[src/rtl/axil_pkg.sv]
// Shared definitions for the AXI4-Lite master: response codes, engine state
// encodings and the watchdog counter sizing helper.
package axil_pkg;

    localparam logic [1:0] OKAY   = 2'b00;
    localparam logic [1:0] EXOKAY = 2'b01;
    localparam logic [1:0] SLVERR = 2'b10;
    localparam logic [1:0] DECERR = 2'b11;

    typedef enum logic [2:0] {
        R_IDLE = 3'b001,
        R_ADDR = 3'b010,
        R_DATA = 3'b100
    } rd_state_e;

    typedef enum logic [2:0] {
        W_IDLE      = 3'b001,
        W_ADDR_DATA = 3'b010,
        W_RESP      = 3'b100
    } wr_state_e;

    // A limit of 0 disables the watchdog but still needs a 1-bit counter.
    function automatic int unsigned wdt_cnt_width(input int unsigned limit);
        return (limit == 0) ? 1 : $clog2(limit + 1);
    endfunction

endpackage

[src/rtl/axil_watchdog.sv]
// Saturating wait counter: clears while idle or on a handshake (kick), counts
// every other active cycle, and reports when it has reached TIMEOUT_CYCLES.
module axil_watchdog
    import axil_pkg::*;
#(
    parameter int unsigned TIMEOUT_CYCLES = 1024
) (
    input  logic clk,
    input  logic rst,
    input  logic active,
    input  logic kick,
    output logic expired
);

    localparam int unsigned CNT_W = wdt_cnt_width(TIMEOUT_CYCLES);
    localparam logic [CNT_W-1:0] LIMIT = CNT_W'(TIMEOUT_CYCLES);

    logic [CNT_W-1:0] cnt_q, cnt_d;

    always_comb begin
        // NOTE: every combinational output gets a default first, so no path leaves it unassigned and no latch is inferred.
        cnt_d = cnt_q;
        if (!active || kick) begin
            cnt_d = '0;
        end else if (cnt_q != LIMIT) begin
            cnt_d = cnt_q + CNT_W'(1);
        end
    end

    always_ff @(posedge clk) begin
        // NOTE: state registers use non-blocking assignments so every flop samples pre-edge values.
        if (rst) begin
            cnt_q <= '0;
        end else begin
            cnt_q <= cnt_d;
        end
    end

    assign expired = (TIMEOUT_CYCLES != 0) && (cnt_q == LIMIT);

endmodule

[src/rtl/axil_master_param.sv]
// AXI4-Lite master with independent read and write engines driven by a
// request/acknowledge command interface, with per-engine response watchdogs.
module axil_master_param
    import axil_pkg::*;
#(
    parameter  int ADDR_W         = 32,
    parameter  int DATA_W         = 32,
    parameter  int TIMEOUT_CYCLES = 1024,
    localparam int STRB_W         = DATA_W / 8
) (
    input  logic              clk,
    input  logic              rst,
    input  logic              rd_req,
    input  logic [ADDR_W-1:0] rd_addr,
    output logic              rd_req_ready,
    output logic              rd_done,
    output logic [DATA_W-1:0] rd_data,
    output logic [1:0]        rd_resp,
    output logic              rd_timeout,
    input  logic              wr_req,
    input  logic [ADDR_W-1:0] wr_addr,
    input  logic [DATA_W-1:0] wr_data,
    input  logic [STRB_W-1:0] wr_strb,
    output logic              wr_req_ready,
    output logic              wr_done,
    output logic [1:0]        wr_resp,
    output logic              wr_timeout,
    output logic [ADDR_W-1:0] read_address,
    output logic              AR_VALID,
    input  logic              AR_READY,
    input  logic [DATA_W-1:0] data_read,
    input  logic [1:0]        R_RESP,
    input  logic              R_VALID,
    output logic              R_READY,
    output logic [ADDR_W-1:0] write_address,
    output logic              AW_VALID,
    input  logic              AW_READY,
    output logic [DATA_W-1:0] data_write,
    output logic [STRB_W-1:0] W_STRB,
    output logic              W_VALID,
    input  logic              W_READY,
    input  logic [1:0]        BRESPONSE,
    input  logic              B_VALID,
    output logic              B_READY
);

    rd_state_e         rd_state_q, rd_state_d;
    logic [ADDR_W-1:0] rd_addr_q, rd_addr_d;
    logic [DATA_W-1:0] rd_data_q, rd_data_d;
    logic [1:0]        rd_resp_q, rd_resp_d;
    logic              rd_done_q, rd_done_d;
    logic              rd_timeout_q, rd_timeout_d;
    logic              ar_hs, r_hs, rd_expired;

    wr_state_e         wr_state_q, wr_state_d;
    logic [ADDR_W-1:0] wr_addr_q, wr_addr_d;
    logic [DATA_W-1:0] wr_data_q, wr_data_d;
    logic [STRB_W-1:0] wr_strb_q, wr_strb_d;
    logic [1:0]        wr_resp_q, wr_resp_d;
    logic              wr_done_q, wr_done_d;
    logic              wr_timeout_q, wr_timeout_d;
    logic              aw_done_q, aw_done_d, w_done_q, w_done_d;
    logic              aw_hs, w_hs, b_hs, wr_expired;

    // Read engine
    always_comb begin
        rd_state_d   = rd_state_q;
        rd_addr_d    = rd_addr_q;
        rd_data_d    = rd_data_q;
        rd_resp_d    = rd_resp_q;
        rd_done_d    = 1'b0;
        rd_timeout_d = rd_timeout_q | rd_expired;
        ar_hs        = 1'b0;
        r_hs         = 1'b0;
        unique case (rd_state_q)
            R_IDLE: if (rd_req) begin
                rd_addr_d    = rd_addr;
                rd_timeout_d = 1'b0;
                rd_state_d   = R_ADDR;
            end
            R_ADDR: if (AR_READY) begin
                ar_hs      = 1'b1;
                rd_state_d = R_DATA;
            end
            R_DATA: if (R_VALID) begin
                r_hs       = 1'b1;
                rd_data_d  = data_read;
                rd_resp_d  = R_RESP;
                rd_done_d  = 1'b1;
                rd_state_d = R_IDLE;
            end
            default: rd_state_d = R_IDLE;
        endcase
    end

    // Write engine: AW and W retire independently, in either order or together.
    always_comb begin
        wr_state_d   = wr_state_q;
        wr_addr_d    = wr_addr_q;
        wr_data_d    = wr_data_q;
        wr_strb_d    = wr_strb_q;
        wr_resp_d    = wr_resp_q;
        aw_done_d    = aw_done_q;
        w_done_d     = w_done_q;
        wr_done_d    = 1'b0;
        wr_timeout_d = wr_timeout_q | wr_expired;
        aw_hs        = 1'b0;
        w_hs         = 1'b0;
        b_hs         = 1'b0;
        unique case (wr_state_q)
            W_IDLE: if (wr_req) begin
                wr_addr_d    = wr_addr;
                wr_data_d    = wr_data;
                wr_strb_d    = wr_strb;
                aw_done_d    = 1'b0;
                w_done_d     = 1'b0;
                wr_timeout_d = 1'b0;
                wr_state_d   = W_ADDR_DATA;
            end
            W_ADDR_DATA: begin
                aw_hs     = AW_VALID & AW_READY;
                w_hs      = W_VALID & W_READY;
                aw_done_d = aw_done_q | aw_hs;
                w_done_d  = w_done_q | w_hs;
                if (aw_done_d && w_done_d) begin
                    wr_state_d = W_RESP;
                end
            end
            W_RESP: if (B_VALID) begin
                b_hs       = 1'b1;
                wr_resp_d  = BRESPONSE;
                wr_done_d  = 1'b1;
                wr_state_d = W_IDLE;
            end
            default: wr_state_d = W_IDLE;
        endcase
    end

    always_ff @(posedge clk) begin
        if (rst) begin
            rd_state_q   <= R_IDLE;
            rd_addr_q    <= '0;
            rd_data_q    <= '0;
            rd_resp_q    <= '0;
            rd_done_q    <= 1'b0;
            rd_timeout_q <= 1'b0;
            wr_state_q   <= W_IDLE;
            wr_addr_q    <= '0;
            wr_data_q    <= '0;
            wr_strb_q    <= '0;
            wr_resp_q    <= '0;
            wr_done_q    <= 1'b0;
            wr_timeout_q <= 1'b0;
            aw_done_q    <= 1'b0;
            w_done_q     <= 1'b0;
        end else begin
            rd_state_q   <= rd_state_d;
            rd_addr_q    <= rd_addr_d;
            rd_data_q    <= rd_data_d;
            rd_resp_q    <= rd_resp_d;
            rd_done_q    <= rd_done_d;
            rd_timeout_q <= rd_timeout_d;
            wr_state_q   <= wr_state_d;
            wr_addr_q    <= wr_addr_d;
            wr_data_q    <= wr_data_d;
            wr_strb_q    <= wr_strb_d;
            wr_resp_q    <= wr_resp_d;
            wr_done_q    <= wr_done_d;
            wr_timeout_q <= wr_timeout_d;
            aw_done_q    <= aw_done_d;
            w_done_q     <= w_done_d;
        end
    end

    axil_watchdog #(.TIMEOUT_CYCLES(TIMEOUT_CYCLES)) u_rd_wdt (
        .clk    (clk),
        .rst    (rst),
        .active (rd_state_q != R_IDLE),
        .kick   (ar_hs | r_hs),
        .expired(rd_expired)
    );

    axil_watchdog #(.TIMEOUT_CYCLES(TIMEOUT_CYCLES)) u_wr_wdt (
        .clk    (clk),
        .rst    (rst),
        .active (wr_state_q != W_IDLE),
        .kick   (aw_hs | w_hs | b_hs),
        .expired(wr_expired)
    );

    // The flag shows in the very cycle the limit is reached, then stays sticky.
    assign rd_req_ready  = (rd_state_q == R_IDLE);
    assign rd_done       = rd_done_q;
    assign rd_data       = rd_data_q;
    assign rd_resp       = rd_resp_q;
    assign rd_timeout    = rd_timeout_q | rd_expired;
    assign read_address  = rd_addr_q;
    assign AR_VALID      = (rd_state_q == R_ADDR);
    assign R_READY       = (rd_state_q == R_DATA);

    assign wr_req_ready  = (wr_state_q == W_IDLE);
    assign wr_done       = wr_done_q;
    assign wr_resp       = wr_resp_q;
    assign wr_timeout    = wr_timeout_q | wr_expired;
    assign write_address = wr_addr_q;
    assign data_write    = wr_data_q;
    assign W_STRB        = wr_strb_q;
    assign AW_VALID      = (wr_state_q == W_ADDR_DATA) && !aw_done_q;
    assign W_VALID       = (wr_state_q == W_ADDR_DATA) && !w_done_q;
    assign B_READY       = (wr_state_q == W_RESP);

endmodule
[config.mk]
export PLATFORM = sky130hd
export DESIGN_NAME = axil_master_param
export DESIGN_NICKNAME = d
export VERILOG_FILES = /design/src/rtl/axil_pkg.sv /design/src/rtl/axil_watchdog.sv /design/src/rtl/axil_master_param.sv
export SDC_FILE = /design/constraint.sdc
export NUM_CORES = 1
export LEC_CHECK = 0
export CAP_MARGIN = 0
export CORE_MARGIN = 2
export CORE_UTILIZATION = 35
export DETAILED_ROUTE_END_ITERATION = 10
export PLACE_DENSITY = 0.67
export SLEW_MARGIN = 20
export SYNTH_ARGS = -nofsm -noshare
export SYNTH_HDL_FRONTEND = slang
export SYNTH_HIERARCHICAL = 1
export SYNTH_SLANG_ARGS = --single-unit
export TNS_END_PERCENT = 30
[constraint.sdc]
create_clock -name clk -period 3.6 [get_ports clk]
set_clock_uncertainty 0.2 [all_clocks]
set_input_delay 0.72 -clock clk [delete_from_list [all_inputs] [get_ports clk]]
set_output_delay 0.72 -clock clk [all_outputs]
set_load 0.01 [all_outputs]
Word level (Yosys, flattened, before mapping)
Index checks and enable logic that the tools add are counted.
- bits in registers: 170
- bits of input ports: 145
- output and inout bits: 147
- word-level logic and storage cells: 88
- add/subtract/negate cells: 2
- equal/unequal tests: 18
- muxes and demuxes: 23
- bitwise operators: 9
- reduce and logical (&&, ||, !) cells: 19
- operators by type and width (cell ; number):
    11-bit by 1-bit adder with 11-bit output (second input constant) ; 2
    11-bit equality test (second input constant) ; 2
    11-bit inequality test (second input constant) ; 2
    3-bit 2-to-1 mux ; 6
    3-bit one-hot mux with 3 select lines ; 2
    1-bit 2-to-1 mux ; 13
    2-bit inequality test (second input constant) ; 5
    2-bit AND reduction ; 5
    1-bit OR ; 7
    3-bit by 1-bit equality test with 1-bit output (second input constant) ; 2
    3-bit by 2-bit equality test with 1-bit output (second input constant) ; 2
    3-bit equality test (second input constant) ; 2
    3-bit by 1-bit inequality test with 1-bit output (second input constant) ; 2
    3-bit AND reduction ; 2
    1-bit logical NOT ; 4
    1-bit one-hot mux with 2 select lines ; 2
    2-bit OR reduction ; 2
    1-bit logical AND ; 3
    1-bit bitwise AND ; 2
    1-bit logical OR ; 2
    2-bit by 1-bit inequality test with 1-bit output (second input constant) ; 1
    2-bit nonzero test ; 1

Depth between registers and ports, before layout
Gate-level depths: netlist of run 1.
- word-level depth: 8
- gate-level depth with buffers: 6
- depth with buffers taken out: 6

Modules after synthesis
The synthesis of run 1 kept the hierarchy.
- modules (own cells, without submodules) (module ; times used ; cells each ; area an instance (um^2) ; sequential area each (um^2)):
    axil_master_param ; 1 ; 659 ; 5388.9 ; 2962.8
    axil_watchdog ; 2 ; 63 ; 563.0 ; 220.2

Least setup slack after synthesis of run 1
Ideal clock, no wire load.
- path kind: register to output
- start point: register u_rd_wdt.cnt_q[0]
- end point: output port rd_timeout
- data arrival time: 1.401 ns
- path slack: 1.279 ns
- cell stages (with the launch flop): 7
- path buffers: 0
- cells stage by stage: dfxtp_1 -> inv_1 -> ha_1 -> or4b_4 -> nor3_4 -> nor2_1 -> inv_1
- word-level cells in the longest chain between the ends: 2
- ends and longest elaborated chain (element ; line ; source):
    from (decl) ; axil_watchdog.sv:18 ; logic [CNT_W-1:0] cnt_q, cnt_d;
    from (signal assigned) ; axil_watchdog.sv:35 ; cnt_q <= cnt_d;
    11-bit equality test ; axil_watchdog.sv:39 ; assign expired = (TIMEOUT_CYCLES != 0) && (cnt_q == LIMIT);
    named net rd_expired ; axil_master_param.sv:53 ; logic ar_hs, r_hs, rd_expired;
    1-bit OR ; axil_master_param.sv:196 ; assign rd_timeout = rd_timeout_q | rd_expired;
    to (decl) ; axil_master_param.sv:19 ; output logic rd_timeout,
The timed path passes the listed nets, and every way through them passes these cells.

Final worst setup path of run 1
Same ends and word-level chain as after synthesis.

==> out/results.ini, run 1 <==
[status]
run_status = completed

[drt]
routed_via_density = 4.70
route.antenna.remaining_nets = 0
via_count = 6088
drt-wirelength-per-cell_um = 14.8
routed_wirelength_um = 19200
initialDrtViolationCount = 303
detail_route.first_pass.iterations = 4
route.detailed.drc = 0

[clocking]
cts.clk_slew.worst_paths_ps = 60
ctsHtreeMaxLevel = 4
postCtsSetupBuffers = 0
post_cts_repair_resize_count = 0
cts_tree = yes
cts_made_buffers = 17
clock_latency_ps = 420
cts_num_sinks = 170
cts_hold_buf = 0
cts_buffer_depth = 2
root_buffer = clkbuf_16

[logic_synthesis]
synth_area_per_cell_sq_um = 8.30
synthArstFlopShare_pct = 0
synth_top_area_share_pct = 52.2
synth_top_cell_by_area = dfxtp_1
synth-seq-cells = 170
yosys.cell_count.top_type = nand2_1
synthFlopType = dfxtp_1
top_post_synthesis_cells_by_count = nand2_1 (284), dfxtp_1 (170), a21oi_1 (143)
synth_cells = 785
synth_warnings = 6
post_synthesis_cell_type_count = 43
ys_top_cells_by_area = dfxtp_1 (52%), nand2_1 (16%), a21oi_1 (11%)
post_synth_instance_area_sq_mm = 0.00651
synth_enable_flop_cells = 0
synth.yosys.seq_area_share_pct = 52.2
synth_fp_nets = 934

[timing]
finalMaxSlewViolations = 0
timing.hold.ws_ps = 252
final-setup-viol-count = 0
finalSetupTns_ps = 0
period_minus_slack_ps = 3330
max_slew.worst_pin.slew_ps = 782
timing.final.hold_violations = 0
max_freq_mhz = 300
timing.slew.headroom_pct = 47.7
finalCritPeriodShare_pct = 92.4
rsz0062_at_grt = no

[placed_design]
place.detailed.instances = 1264
hpwl_um = 13400
finalWeightedCongestion = 0.820
place.port_buffers = 291

[worst_setup_path]
regToRegStartpoint = wr_state_q[0]
reg2reg_to = u_wr_wdt/cnt_q[8]
cp-startpoint = u_rd_wdt/cnt_q[0]
timing.critical_path.fanout_max = 6
arrival_ps = 2410
startpoint_type_of_the_worst_setup_path = register
rrSetupSlack_ps = 1460
worstSetupPathType = register to output port
cp.required_ps = 2680
cell_count_of_the_worst_reg_to_reg_path = 6
crit_end = rd_timeout
timing.critical_path.to_type = output port

[global_route]
met1_usage_pct = 23.9
antenna_found_initial = 0
groute.layer.met3.usage_pct = 4.58
globalRoute.busiestLayer = met2
grt_util_met2_pct = 31.3
grt_usage_pct = 19.1
globalRouteOverflowTotal = 0
grt_start_max_net_pins = 94
global_route_wire_length_before_repair_um = 30100
grt_pass1_vias = 5710

[layout]
final_layout_size_suffix_gt1_share_pct = 5.90
finish.cell_count_without_fillers = 1296
design.final.nets = 1203
final_util_pct = 55.7
total_inserted_antenna_cells = 0
area_delta_synth_final_pct = 54.5

[power]
power_density_mw_per_mm2 = 443
sw_frac_of_total_pct = 24.6
p_leak_nw = 3.52
switching_power_w = 0.00110
vdd.ir_drop.worst_mv = 0.313
comb_pwr_share_pct = 13.9
seq_power_share_pct = 45.1
clock_power_share_pct = 41.0
internal_power_w = 0.00336

[floorplan]
std_cell_rows = 49
initial_core_util_pct = 36.0
chipWidth_um = 140
core_area_sq_mm = 0.0181
fp.dieArea_sq_mm = 0.0197
die_height_um = 140
io-pin-count = 292

[job]
drv_cap = 0

[min_path]
worstHoldPathType = register to register
worst_hold_path.num_cells = 2

-- sequential cells by signal, summed over array words and instances (netlist names), 3 cells and up --
signal          cells
write_address      32
u_rd_wdt/cnt_q     11
data_write         32
W_STRB              4
read_address       32
rd_state_q          3
rd_data            32
u_wr_wdt/cnt_q     11
wr_state_q          3
-- worst min-delay path by stage --
| stage | startpoint | endpoint |
|---|---|---|
| after global placement | write_address[15] | write_address[15] |
| after floorplan | u_rd_wdt/cnt_q[10] | u_rd_wdt/cnt_q[10] |
| after CTS | read_address[1] | read_address[1] |
| after detailed placement | read_address[19] | read_address[19] |
| final | read_address[1] | read_address[1] |
| after global routing | read_address[19] | read_address[19] |
-- final cells by class --
class,instances,area [sq um]
Fill cell,1684,8020
Sequential cell,170,3400
Timing Repair Buffer,300,3020
Multi-Input combinational cell,555,2740
Clock buffer,20,447
Tap cell,229,287
Clock inverter,12,139
Inverter,10,37.5
-- metal layers --
layer / part of all wire, % / wire [um]
met3: 6.2 / 1180
met1: 44 / 8430
met2: 47 / 9090
met5: 0 / 0
met4: 2.8 / 541
-- logic make-up (layout without fill, tap and decap cells) --
logic type               count (synthesis)  in the layout  synth area share, %
multiplexers                             6              6                0.922
adder cells (fa/ha/maj)                  4              4                0.768
AO/OA/AOI/OAI                          172            172                 14.3
flip-flops                             170            170                 52.2
XOR/XNOR                                 6              6                0.807
AND/OR/NAND/NOR                        367            367                 24.9
buffers and inverters                   60            342                 6.05
-- critical path: stages, from the launching register on --
cell and delay, ps:
dfxtp_1 350, inv_1 90, ha_1 130, or4b_4 480, nor3_4 250, nor2_1 90, inv_1 60, clkdlybuf4s50_1 540
-- power by group through the flow --
stage	combinational, W	clock (W)	sequential, W
final	0.000620	0.00183	0.00201
after global routing	0.000673	0.00196	0.00202
after CTS	0.000626	0.00188	0.00201
after detailed placement	0.000623	0	0.00205
after global placement	0.000624	0	0.00205
after floorplan	0.000229	0	0.00208
-- stage by stage --
stage               worst slack, ps  total power [W]  cell area (sq um)
global route                    109          0.00465              10100
floorplan                      1280          0.00231               6520
finish                          272          0.00446              10100
detailed placement              700          0.00267               9480
global placement                715          0.00267               9480
CTS                             235          0.00452              10100
-- placed cells by master, fill, tap and decap left out, types with 4 or more instances in the layout --
cell type,n
clkdlybuf4s50_1,290
or3b_2,4
clkbuf_16,17
nor3b_1,4
o31ai_1,4
nor2_1,22
xor2_1,4
mux2i_1,6
nor3_1,4
ha_1,4
o21ai_0,7
dfxtp_1,170
nand4_1,6
inv_1,10
a21oi_2,4
nand3_1,10
buf_4,7
or3_1,4
a21oi_1,143
nand2_1,284
or4_1,4
(Power assumes the default switching activity.)
==> run 2, diff against run 1 <==
--- a/config.mk
+++ b/config.mk
@@ -9,7 +9,7 @@
 export CORE_MARGIN = 2
 export CORE_UTILIZATION = 35
 export DETAILED_ROUTE_END_ITERATION = 10
-export PLACE_DENSITY = 0.67
+export PLACE_DENSITY = 0.7
 export SLEW_MARGIN = 20
 export SYNTH_ARGS = -nofsm -noshare
 export SYNTH_HDL_FRONTEND = slang
==> constraint.sdc (replaced) <==
create_clock -name clk -period 2.7 [get_ports clk]
set_clock_uncertainty 0.2 [all_clocks]
set_input_delay 0.54 -clock clk [delete_from_list [all_inputs] [get_ports clk]]
set_output_delay 0.54 -clock clk [all_outputs]
set_load 0.01 [all_outputs]
==> out/results.ini, run 2 (same netlist as run 1, synthesis figures left out) <==
[status]
run_status = completed

[worst_setup_path]
critPathTopFamily = simple AND/OR/NAND/NOR gates
timing.critical_path.slowest_cell_delay_ps = 480  ; -60 ps
cp_num_buf_inv = 3  ; unchanged
timing.critical_path.to_type = output port
worstSetupPathType = register to output port
startpoint_type_of_the_worst_setup_path = register
timing.critical_path.fanout_max = 2  ; -4
worst_path_most_repeated_cell = inv_1
crit_path_top_delay_cell = or4b_4
cp.required_ps = 1960  ; -720 ps
arrival_ps = 1840  ; -570 ps
critical_path.cell_chain = inv_1, ha_1, or4b_4, nor3_4, nor2_2, inv_1, buf_2

[floorplan]
initial_core_util_pct = 36.0  ; unchanged
io-pin-count = 292  ; unchanged
chipWidth_um = 140  ; unchanged
std_cell_rows = 49  ; unchanged
die_height_um = 140  ; unchanged
core_area_sq_mm = 0.0181  ; unchanged
fp.dieArea_sq_mm = 0.0197  ; unchanged

[clocking]
cts_tree = yes
cts_hold_buf = 0  ; unchanged
ctsHtreeMaxLevel = 4  ; unchanged
cts.clk_slew.worst_paths_ps = 60  ; about the same
cts_buffer_depth = 2  ; unchanged
clock_latency_ps = 420  ; about the same
root_buffer = clkbuf_16
cts_made_buffers = 17  ; unchanged
cts_num_sinks = 170  ; unchanged

[timing]
finalSetupTns_ps = 0  ; unchanged
finalCritPeriodShare_pct = 95.7
rsz0062_at_grt = no
finalMaxSlewViolations = 0  ; unchanged
max_slew.worst_pin.slew_ps = 453  ; -329 ps
max_freq_mhz = 387
setup_slack_ps = 116  ; -156 ps
final-setup-viol-count = 0  ; unchanged
timing.slew.headroom_pct = 69.7  ; +22 points
period_minus_slack_ps = 2580
timing.final.hold_violations = 0  ; unchanged

[drt]
drt-wirelength-per-cell_um = 14.8  ; -0.39%
route.detailed.drc = 0  ; unchanged
route.antenna.remaining_nets = 0  ; unchanged
detail_route.first_pass.iterations = 5  ; +1
via_count = 6210  ; +2.0%
routed_via_density = 4.75  ; +1.1%
initialDrtViolationCount = 340  ; +12%
routed_wirelength_um = 19300  ; +0.46%

[global_route]
global_route_wire_length_before_repair_um = 30200  ; +0.21%
grt_start_max_net_pins = 89  ; -5.3%
grt_pass1_vias = 5734  ; +0.42%
antenna_found_initial = 0  ; unchanged
globalRouteOverflowTotal = 0  ; unchanged
grt_usage_pct = 19.2  ; +0.12 points

[placed_design]
place.detailed.instances = 1274  ; +0.79%
finalWeightedCongestion = 0.820  ; unchanged
dp_worst_setup_slack_ps = 99.4  ; -601 ps
place.port_buffers = 291  ; unchanged
hpwl_um = 13600  ; +1.6%
detailed_place.area_sq_mm = 0.00958  ; +1.1%

[layout]
final-seq-area_sq_mm = 0.00341  ; +0.33%
design.final.nets = 1215  ; +1.0%
fillerInstances = 1686  ; +0.12%
finish.cell_count_without_fillers = 1307  ; +0.85%
mostFrequentLayoutCells = clkdlybuf4s50_1 (286), nand2_1 (284), dfxtp_1 (165), a21oi_1 (143), nor2_1 (20)
final_layout_size_suffix_gt1_share_pct = 7.98  ; +2.1 points
area_occupied_by_multi_input_gates_sq_mm = 0.00274  ; +0.18%
total_inserted_antenna_cells = 0  ; unchanged
final_design_area_no_fill_sq_mm = 0.0102  ; +1.4%
commonest_non_fill_non_tap_cell_in_the_layout = clkdlybuf4s50_1
area_delta_synth_final_pct = 56.6

[power]
power_density_mw_per_mm2 = 590  ; +33%
clock_power_share_pct = 41.5  ; +0.5 points
power_w = 0.00602  ; +35%
sw_frac_of_total_pct = 24.3  ; -0.28 points
p_leak_nw = 3.62  ; +2.8%
comb_pwr_share_pct = 14.1  ; +0.2 points
seq_power_share_pct = 44.4  ; -0.7 points
internal_power_w = 0.00455  ; +35%
switching_power_w = 0.00146  ; +33%
vdd.ir_drop.worst_mv = 0.414  ; +32%

[min_path]
worstHoldPathType = register to register

[job]
drv_cap = 0  ; unchanged

## run 2: final timing paths
kind	cells after the start	slack, ps	startpoint	endpoint
max reg2reg	6	780	wr_state_q[1]	u_wr_wdt/cnt_q[7]
min	2	250	rd_data[28]	rd_data[28]
min reg2reg	2	250	rd_data[28]	rd_data[28]
max	7	120	u_rd_wdt/cnt_q[0]	rd_timeout
## run 2: final cells by class
class	instances	share of cell area, %
Clock inverter	14	1.68
Clock buffer	17	4.17
Sequential cell	170	33.5
Timing Repair Buffer	312	30.6
Inverter	10	0.368
Multi-Input combinational cell	555	26.9
Tap cell	229	2.81
## run 2: routing by layer
layer	vias to the layer above	share of wire [%]	GRT usage (%)
met5	-	0	0
met1	2806	42	23.4
li1	3162	-	-
met2	206	48	31.9
met4	0	2.9	8.08
met3	36	7.0	5.47
## run 2: stage by stage
step	utilization [%]	hold slack [ps]
2_1_floorplan	-	246
3_3_place_gp	53.0	241
3_5_place_dp	53.0	246
4_1_cts	56.3	255
5_1_grt	56.4	271
6_report	56.4	252
## run 2: power groups by stage
stage / Clock (W) / Combinational, W / Sequential (W)
6_report: 0.00249 / 0.000848 / 0.00267
5_1_grt: 0.00266 / 0.000924 / 0.00269
4_1_cts: 0.00256 / 0.000860 / 0.00267
3_5_place_dp: 0 / 0.000853 / 0.00273
3_3_place_gp: 0 / 0.000850 / 0.00273
2_1_floorplan: 0 / 0.000305 / 0.00277
## run 2: timing repair
action | in CTS | in global routing
resized for setup | 12 | 8
buffers inserted | 1 | 1
endpoints found under the setup margin | 4 | 4
endpoints found under the hold margin | 0 | 0
pin swaps | 2 | 2
## run 2: worst register-to-register path: stages (launching register included)
cell	delay [ps]
dfxtp_1	440
nor3b_1	120
nand2_1	120
o21ai_0	110
or3b_2	540
nor4_1	190
o21bai_1	140
